### src/rtl/uart_defs_pkg.sv
// Shared UART definitions: FSM state encodings, default line settings and
// the cycles-per-bit derivation used by the receiver, transmitter and baud generator.
package uart_defs;

    localparam int unsigned DEF_CLK_FREQ = 100000000;
    localparam int unsigned DEF_BAUD     = 115200;

    typedef enum logic [2:0] {
        ST_IDLE  = 3'd0,
        ST_START = 3'd1,
        ST_DATA  = 3'd2,
        ST_STOP  = 3'd3,
        ST_BREAK = 3'd4
    } uart_state_e;

    // Whole clock cycles per bit period
    function automatic int unsigned calc_ref(input int unsigned clk_freq,
                                             input int unsigned baud);
        return clk_freq / baud;
    endfunction

    // Cycles from start-edge detection to the middle of the start bit
    function automatic int unsigned calc_href(input int unsigned clk_freq,
                                              input int unsigned baud);
        return calc_ref(clk_freq, baud) / 2;
    endfunction

endpackage

### src/rtl/sync_2ff.sv
// Two-flop synchroniser for a single asynchronous input; the reset value is
// chosen by the instantiator so idle-high and idle-low lines both come up quiet.
module sync_2ff #(
    parameter logic RST_VAL = 1'b1
) (
    input  logic clk,
    input  logic rst_n,
    input  logic d_in,
    output logic q_out
);

    logic meta_q, meta_d;
    logic sync_q, sync_d;

    // Next value of each stage is simply the previous stage
    always_comb begin
        meta_d = d_in;
        sync_d = meta_q;
    end

    // Synchroniser flops, forced to the idle level during reset
    always_ff @(posedge clk or negedge rst_n) begin
        if (!rst_n) begin
            meta_q <= RST_VAL;
            sync_q <= RST_VAL;
        end else begin
            meta_q <= meta_d;
            sync_q <= sync_d;
        end
    end

    assign q_out = sync_q;

endmodule

### src/rtl/uart_receiver.sv
// 8N1 UART receiver. The bit counter restarts on each detected start edge so
// every sample lands in the middle of its bit; received bytes are offered on a
// valid/ready holding register with frame-error and overrun pulses.
module uart_receiver
    import uart_defs::*;
#(
    parameter int unsigned CLK_FREQ = DEF_CLK_FREQ,
    parameter int unsigned BAUD     = DEF_BAUD
) (
    input  logic       CLK,
    input  logic       RST,
    input  logic       RXD,
    output logic [7:0] DATA,
    output logic       VALID,
    input  logic       READY,
    output logic       FERR,
    output logic       OVERRUN,
    output logic       BUSY
);

    localparam logic [31:0] REF   = 32'(calc_ref(CLK_FREQ, BAUD));
    localparam logic [31:0] H_REF = 32'(calc_href(CLK_FREQ, BAUD));

    logic        rxs;
    uart_state_e state_q, state_d;
    logic [31:0] cnt_q, cnt_d;
    logic [2:0]  bitidx_q, bitidx_d;
    logic [7:0]  sr_q, sr_d;
    logic [7:0]  data_q, data_d;
    logic        valid_q, valid_d;
    logic        ferr_q, ferr_d;
    logic        ovr_q, ovr_d;
    logic        bit_tick;
    logic        stop_tick;
    logic        busy;

    sync_2ff #(
        .RST_VAL(1'b1)
    ) u_rxd_sync (
        .clk  (CLK),
        .rst_n(RST),
        .d_in (RXD),
        .q_out(rxs)
    );

    // FSM state register
    always_ff @(posedge CLK or negedge RST) begin
        if (!RST) begin
            state_q <= ST_IDLE;
        end else begin
            state_q <= state_d;
        end
    end

    // Next-state logic: start-bit qualification, 8 data bits, stop check, break wait
    always_comb begin
        state_d = state_q;
        case (state_q)
            ST_IDLE:  if (!rxs) state_d = ST_START;
            ST_START: if (cnt_q == H_REF - 32'd1) state_d = rxs ? ST_IDLE : ST_DATA;
            ST_DATA:  if ((cnt_q == REF - 32'd1) && (bitidx_q == 3'd7)) state_d = ST_STOP;
            ST_STOP:  if (cnt_q == REF - 32'd1) state_d = rxs ? ST_IDLE : ST_BREAK;
            ST_BREAK: if (rxs) state_d = ST_IDLE;
            default:  state_d = ST_IDLE;
        endcase
    end

    // FSM-decoded strobes: data-bit sample point, stop-bit sample point, busy flag
    always_comb begin
        bit_tick  = (state_q == ST_DATA) && (cnt_q == REF - 32'd1);
        stop_tick = (state_q == ST_STOP) && (cnt_q == REF - 32'd1);
        busy      = (state_q != ST_IDLE);
    end

    // Datapath next values: bit counter, shift register, holding register and pulses
    always_comb begin
        cnt_d    = cnt_q + 32'd1;
        bitidx_d = bitidx_q;
        sr_d     = sr_q;
        data_d   = data_q;
        valid_d  = valid_q;
        ferr_d   = 1'b0;
        ovr_d    = 1'b0;

        // Counter restarts on each state change and each data-bit sample;
        // it is held at zero while waiting for an edge.
        if ((state_d != state_q) || bit_tick ||
            (state_q == ST_IDLE) || (state_q == ST_BREAK)) begin
            cnt_d = '0;
        end

        if ((state_q == ST_START) && (state_d == ST_DATA)) begin
            bitidx_d = '0;
        end

        // LSB arrives first, so shift right and insert at the top
        if (bit_tick) begin
            sr_d     = {rxs, sr_q[7:1]};
            bitidx_d = bitidx_q + 3'd1;
        end

        if (valid_q && READY) begin
            valid_d = 1'b0;
        end

        // A completed byte loads only if the slot is free or being emptied now
        if (stop_tick) begin
            if (rxs) begin
                if (!valid_q || READY) begin
                    data_d  = sr_q;
                    valid_d = 1'b1;
                end else begin
                    ovr_d = 1'b1;
                end
            end else begin
                ferr_d = 1'b1;
            end
        end
    end

    // Datapath registers
    always_ff @(posedge CLK or negedge RST) begin
        if (!RST) begin
            cnt_q    <= '0;
            bitidx_q <= '0;
            sr_q     <= '0;
            data_q   <= '0;
            valid_q  <= 1'b0;
            ferr_q   <= 1'b0;
            ovr_q    <= 1'b0;
        end else begin
            cnt_q    <= cnt_d;
            bitidx_q <= bitidx_d;
            sr_q     <= sr_d;
            data_q   <= data_d;
            valid_q  <= valid_d;
            ferr_q   <= ferr_d;
            ovr_q    <= ovr_d;
        end
    end

    assign DATA    = data_q;
    assign VALID   = valid_q;
    assign FERR    = ferr_q;
    assign OVERRUN = ovr_q;
    assign BUSY    = busy;

endmodule
### config.mk
export PLATFORM = sky130hd
export DESIGN_NAME = uart_receiver
export DESIGN_NICKNAME = d
export VERILOG_FILES = /design/src/rtl/uart_defs_pkg.sv /design/src/rtl/sync_2ff.sv /design/src/rtl/uart_receiver.sv
export SDC_FILE = /design/constraint.sdc
export NUM_CORES = 1
export LEC_CHECK = 0
export ABC_AREA = 1
export BUFFER_PORTS_ARGS = -buffer_cell sky130_fd_sc_hd__buf_2
export CORE_ASPECT_RATIO = 1.5
export CORE_MARGIN = 2
export CORE_UTILIZATION = 61
export CTS_CLUSTER_DIAMETER = 200
export CTS_CLUSTER_SIZE = 14
export DETAILED_ROUTE_END_ITERATION = 7
export PLACE_DENSITY = 0.87
export SLEW_MARGIN = 25
export SYNTH_ARGS = -nofsm -noshare
export SYNTH_HDL_FRONTEND = slang
export SYNTH_SLANG_ARGS = --single-unit
export TNS_END_PERCENT = 50
### constraint.sdc
create_clock -name CLK -period 2.26 [get_ports CLK]
set_input_delay 0.113 -clock CLK [delete_from_list [all_inputs] [get_ports CLK]]
set_output_delay 0.113 -clock CLK [all_outputs]
set_load 0.02 [all_outputs]
# After elaboration in Yosys (flattened, before gate mapping)

Cells that the tools add are included.

Register bits: 59
Bits of input ports: 4

$add $sub $neg: 2
Equality and inequality tests: 9
Mux-type cells: 20
Reduce and logical (&&, ||, !) cells: 14

Operator list:

| operator                | count |
|---|---|
| $add A32 B1 Y32 const B | 1 |
| $eq A32 B10 Y1 const B  | 1 |
| $eq A32 B9 Y1 const B   | 1 |
| $mux W32                | 1 |
| $mux W3                 | 8 |
| $pmux W3 S5             | 1 |
| $eq A3 B2 Y1 const B    | 3 |
| $mux W1                 | 9 |
| $eq A3 B3 Y1 const B    | 2 |
| $logic_and A1 B1 Y1     | 5 |
| $logic_or A1 B1 Y1      | 4 |
| $add A3 B1 Y3 const B   | 1 |
| $eq A3 B1 Y1 const B    | 1 |
| $logic_not A3 Y1        | 1 |
| $ne A3 B3 Y1            | 1 |
| $reduce_and A3 Y1       | 1 |
| $reduce_bool A3 Y1      | 1 |
| $mux W2                 | 1 |
| $reduce_bool A2 Y1      | 1 |
| $logic_not A1 Y1        | 1 |

# Depth between registers and ports, before layout

Depth in word-level cells: 9
Mapped depth: 12

# By module

Synthesis repeated with hierarchy kept, for this count alone.

Cells, all modules: 385
Area total of the unflattened synthesis: 3238.1 µm²

Modules (own cells, without submodules):

| module        | instances | cells each | area each (µm²) |
|---|---|---|---|
| uart_receiver | 1         | 383        | 3185.6 |
| sync_2ff      | 1         | 2          | 52.6 |

# Least setup slack after synthesis

Ideal clock, no wire load.

Path kind: reg-to-reg
Start point: reg cnt_q[0]
End point: reg cnt_q[19]
Library setup time: 0.080 ns
Arrival time: 1.568 ns
Data required time: 2.180 ns
Path slack: 0.612 ns
Stages on the path, launching flop included: 12
Clock period less this slack: 1.648 ns
Cells stage by stage: dfrtp_1 > ha_1 > nand2_1 > inv_1 > nand2_1 > nor2_4 > nand3_4 > nand2_1 > nor2_1 > nand3_2 > buf_6 > nor3_2

Cells in the longest elaborated chain, start to end: 9
Elaborated cells on any way between the ends: 14
Those cells by class: 1 x add/sub; 3 x eq/ne; 5 x mux; 5 x reduce/logical

Ends and longest elaborated chain:

| element                         | line                                                          | text |
|---|---|---|
| start, declared                 | uart_receiver.sv:26                                           | `logic [31:0] cnt_q, cnt_d;` |
| start signal, assigned          | uart_receiver.sv:132                                          | `cnt_q <= cnt_d;` |
| $eq A32 B10 Y1                  | uart_receiver.sv:61, uart_receiver.sv:62, uart_receiver.sv:70 |  |
| $logic_and A1 B1 Y1             | uart_receiver.sv:61                                           | `ST_DATA: if ((cnt_q == REF - 32'd1) && (bitidx_q == 3'd7)) state_d = ST_STOP;` |
| $mux W3                         | uart_receiver.sv:61                                           |  |
| $pmux W3 S5                     | uart_receiver.sv:58                                           | `case (state_q)` |
| $ne A3 B3 Y1                    | uart_receiver.sv:87                                           | `if ((state_d != state_q) \|\| bit_tick \|\|` |
| $logic_or A1 B1 Y1 (2 in a row) | uart_receiver.sv:87                                           |  |
| $logic_or A1 B1 Y1              | uart_receiver.sv:88                                           | `(state_q == ST_IDLE) \|\| (state_q == ST_BREAK)) begin` |
| $mux W32 (*)                    | uart_receiver.sv:87                                           |  |
| named net cnt_d[19]             | uart_receiver.sv:26                                           |  |

Mark *: on every way through the listed nets, which the timed path passes. The rest lies on a longest branch.
A chain may end at the register's enable or synchronous reset.

# Worst setup path after layout

Start point: reg cnt_q[0]
End point: reg cnt_q[15]

The elaborated chain is that of the path after synthesis.

==> impl_metrics.py <==
metrics = {
    "routing": {
        "drt_first_pass_iters": 4,
        "route.detailed.drc": 0,
        "detail_route.vias_per_cell": 5.39,
        "routed_wl_um": 7030,
        "drt-wirelength-per-cell_um": 14.6,
        "ant_nets": 0,
        "routed-via-count": 2602,
        "detail_route.iter0.violations": 157,
    },
    "worst_setup_path": {
        "cp-end-kind": "flop",
        "rr_endpoint": "cnt_q[15]",
        "master_of_the_slowest_instance_on_the_critical_path": "dfrtp_1",
        "worst_path_most_repeated_cell": "nand2_1",
        "critical_path.reg2reg.startpoint": "cnt_q[0]",
        "slowest_stage_delay_cp_ns": 0.40,
        "critPathMaxFanout": 32,
        "cp_data_arrival_time_ns": 2.20,
        "worst-setup-path-type": "reg2reg",
        "cp-start-kind": "flop",
        "critical_path_rt_ns": 2.48,
        "setup.reg_to_reg.worst_slack_ns": 0.29,
        "r2r_cells": 11,
        "critical_path_buf_inv_count": 2,
        "critPathTopFamily": "simple AND/OR/NAND/NOR gates",
        "crit_chain": "ha_1 -> nand2_1 -> nor2_1 -> nand2_1 -> nor2_2 -> nand3_1 -> nand2_1 -> inv_1 -> o21ai_4 -> buf_12 -> nor3_2",
    },
    "global_routing": {
        "grt_max_degree": 60,
        "number_of_antenna_violations_at_the_first_check_in_global_routing": 0,
        "groute.usage.overall": 0.255,
        "grt-ovfl-total": 0,
        "first_global_vias": 2571,
        "wire_length_of_the_first_global_routing_pass_um": 11800,
    },
    "synth": {
        "net_count_synth": 393,
        "yosysTopAreaCellShare": 0.426,
        "synthTopCellsByArea": "dfrtp_1 43%, nor3_2 9.3%, nand2_1 8.8%",
        "synth.yosys.seq_area_share": 0.441,
        "post_synth_inst_count": 385,
        "ys_warn_count": 0,
        "synth.ff_latch_count": 59,
        "synth_area_um2": 3350,
        "mean_cell_area_of_the_mapped_netlist_um2": 8.70,
        "post_synth_num_cell_types": 30,
        "top_cell_type_by_total_area_after_synthesis": "dfrtp_1",
    },
    "pwr": {
        "netSwitchingPower_w": 0.000452,
        "worst_ir_drop_vdd_mv": 0.328,
        "p_leak_nw": 1.59,
        "seq_power_share": 0.517,
        "p_int_w": 0.00160,
        "switching_share": 0.220,
        "clock_power_share": 0.468,
        "comb_power_share": 0.015,
        "powerDensity_nw_per_um2": 554,
    },
    "clock_network": {
        "tritoncts_num_sinks": 59,
        "tritoncts": "done",
        "cts_buf_count": 9,
        "htree_levels": 3,
        "cell_at_the_root_of_the_clock_tree": "clkbuf_8",
        "post_cts.resized_instances": 0,
        "clockBufferDepth": 2,
        "clk_latency_worst_skew_pair_ns": 0.35,
        "clk_pin_slew_ns": 0.07,
    },
    "floorplan": {
        "initial_core_utilization": 0.624,
        "boundaryPins": 16,
        "fp.coreArea_um2": 5370,
        "rows": 33,
        "die_height_um": 94.8,
        "die_area_um2": 6110,
        "die_w_um": 64.5,
    },
    "final_layout": {
        "fin_nets": 416,
        "final_layout_size_suffix_gt1_frac": 0.225,
        "design_area_um2": 3700,
        "post_layout_nonfiller_instances": 483,
        "antenna_cells": 0,
        "syn2layout_area_growth_pct": 10.6,
    },
    "placed_design": {
        "pre_cts_ws_ns": 0.317,
        "place_congestion": 0.982,
        "dpl-instance-area_um2": 3490,
        "buffer_ports.inserted": 15,
        "dp_hpwl_um": 4950,
        "dp_cells": 465,
    },
    "timing": {
        "number_of_max_slew_violations_in_the_final_report": 0,
        "grt_setup_unrepaired": "false",
        "layout_min_cycle_time_ns": 1.97,
        "max_slew.worst_pin.slew_ns": 0.615,
        "normalized_max_slew_margin": 0.587,
        "fin_skew_ns": 0.0102,
        "max_freq_mhz": 507,
        "timing.final.ws_setup_ns": 0.286,
        "fin_setup_tns_ns": 0,
        "count_of_endpoints_failing_hold_in_the_final_timing_report": 0,
        "timing.final.crit_share": 0.874,
        "setup-violations-final": 0,
        "tightest_hold_margin_ns": 0.0992,
    },
    "worst_hold_path": {
        "whs_endpoint": "OVERRUN",
        "holdPathStages": 4,
        "holdCritPathClass": "in2reg",
        "hold_path.startpoint": "READY",
    },
    "flow_run": {
        "maxCapViolations": 0,
    },
    "run_status": {
        "outcome": "complete, no violations",
    },
}
registers in the layout (all words and copies together) (netlist names), 3 cells and up:
| name | cells |
|---|---|
| cnt_q | 32 |
| DATA | 8 |
| sr_q | 8 |
| bitidx_q | 3 |
| state_q | 3 |
kinds of logic after synthesis:
group	synth area share
adders and majority gates	0.0149
and+or+nand+nor	0.345
xor gates and xnor gates	0.0758
DFF	0.441
AOI/OAI and AO/OA	0.0485
buffers and inverters	0.0739
through the flow:
step | utilization | total power, W
3_3_place_gp | 0.650 | 0.00111
4_1_cts | 0.690 | 0.00206
6_report | 0.690 | 0.00205
2_1_floorplan | - | 0.00108
5_1_grt | 0.690 | 0.00210
3_5_place_dp | 0.650 | 0.00111
worst max path at each step:
stage | start | endpoint | cells after the start
floorplan | cnt_q[0] | cnt_q[19] | 11
global placement | cnt_q[0] | cnt_q[20] | 10
detailed placement | cnt_q[0] | cnt_q[20] | 10
CTS | cnt_q[0] | cnt_q[15] | 11
global route | cnt_q[0] | cnt_q[20] | 10
finish | cnt_q[0] | cnt_q[15] | 11
power by group through the flow:
stage,registers [W],clock network [W],logic (W)
6_report,0.00106,0.000961,0.0000317
3_3_place_gp,0.00108,0,0.0000295
5_1_grt,0.00106,0.00100,0.0000364
3_5_place_dp,0.00108,0,0.0000306
2_1_floorplan,0.00108,0,0.00000165
4_1_cts,0.00106,0.000971,0.0000331
worst register-to-register path: cells and delay by family, from the launching register on:
kind | cells | cell delay [ns]
adders and majority gates | 1 | 0.24
DFF | 1 | 0.40
AOI/OAI and AO/OA | 1 | 0.07
and+or+nand+nor | 7 | 0.81
buffers and inverters | 2 | 0.31
Yosys cell counts, drive strengths merged:
cell type and instances:
clkbuf 1, nand2 85, dfstp 2, xnor2 5
buf 7, a21oi 1, inv 43, o21bai 1
nor2 54, nor3 49, nand4 11, xor2 24
o21ai 19, ha 4, dfrtp 57, a31oi 1
and2 1, nand3b 1, o211ai 1, clkinv 1
nand3 17
per-layer routing:
metal  global-route usage  share of wire  routed length, um
met1                0.268           0.38               2710
met2                0.470           0.54               3810
met3               0.0417          0.034                242
met4                0.154          0.039                275
met5                    0              0                  0
area by class of cell:
cell class / count / area (um^2)
Clock buffer: 11 / 141
Timing Repair Buffer: 20 / 155
Sequential cell: 59 / 1480
Inverter: 44 / 165
Clock inverter: 5 / 52.6
Fill cell: 433 / 1660
Tap cell: 70 / 87.6
Multi-Input combinational cell: 274 / 1620
cell usage in the layout (no fill, tap or decap), types with 6 or more instances in the layout:
cell / netlist / final
nand3_1: 14 / 14
nor2_1: 49 / 49
o21ai_0: 10 / 10
o21ai_2: 8 / 8
dfrtp_1: 57 / 57
nand2_1: 79 / 79
nand4_1: 11 / 11
xor2_1: 24 / 24
nor3_1: 18 / 18
buf_2: 0 / 15
nand2_2: 6 / 6
clkbuf_8: 0 / 10
inv_1: 39 / 39
nor3_2: 31 / 31
timing repair:
item	CTS	global route
hold buffers	2	0
endpoints found under the hold margin	58	0
setup buffers	0	0
Note: power is estimated with default switching activity, not from simulation.
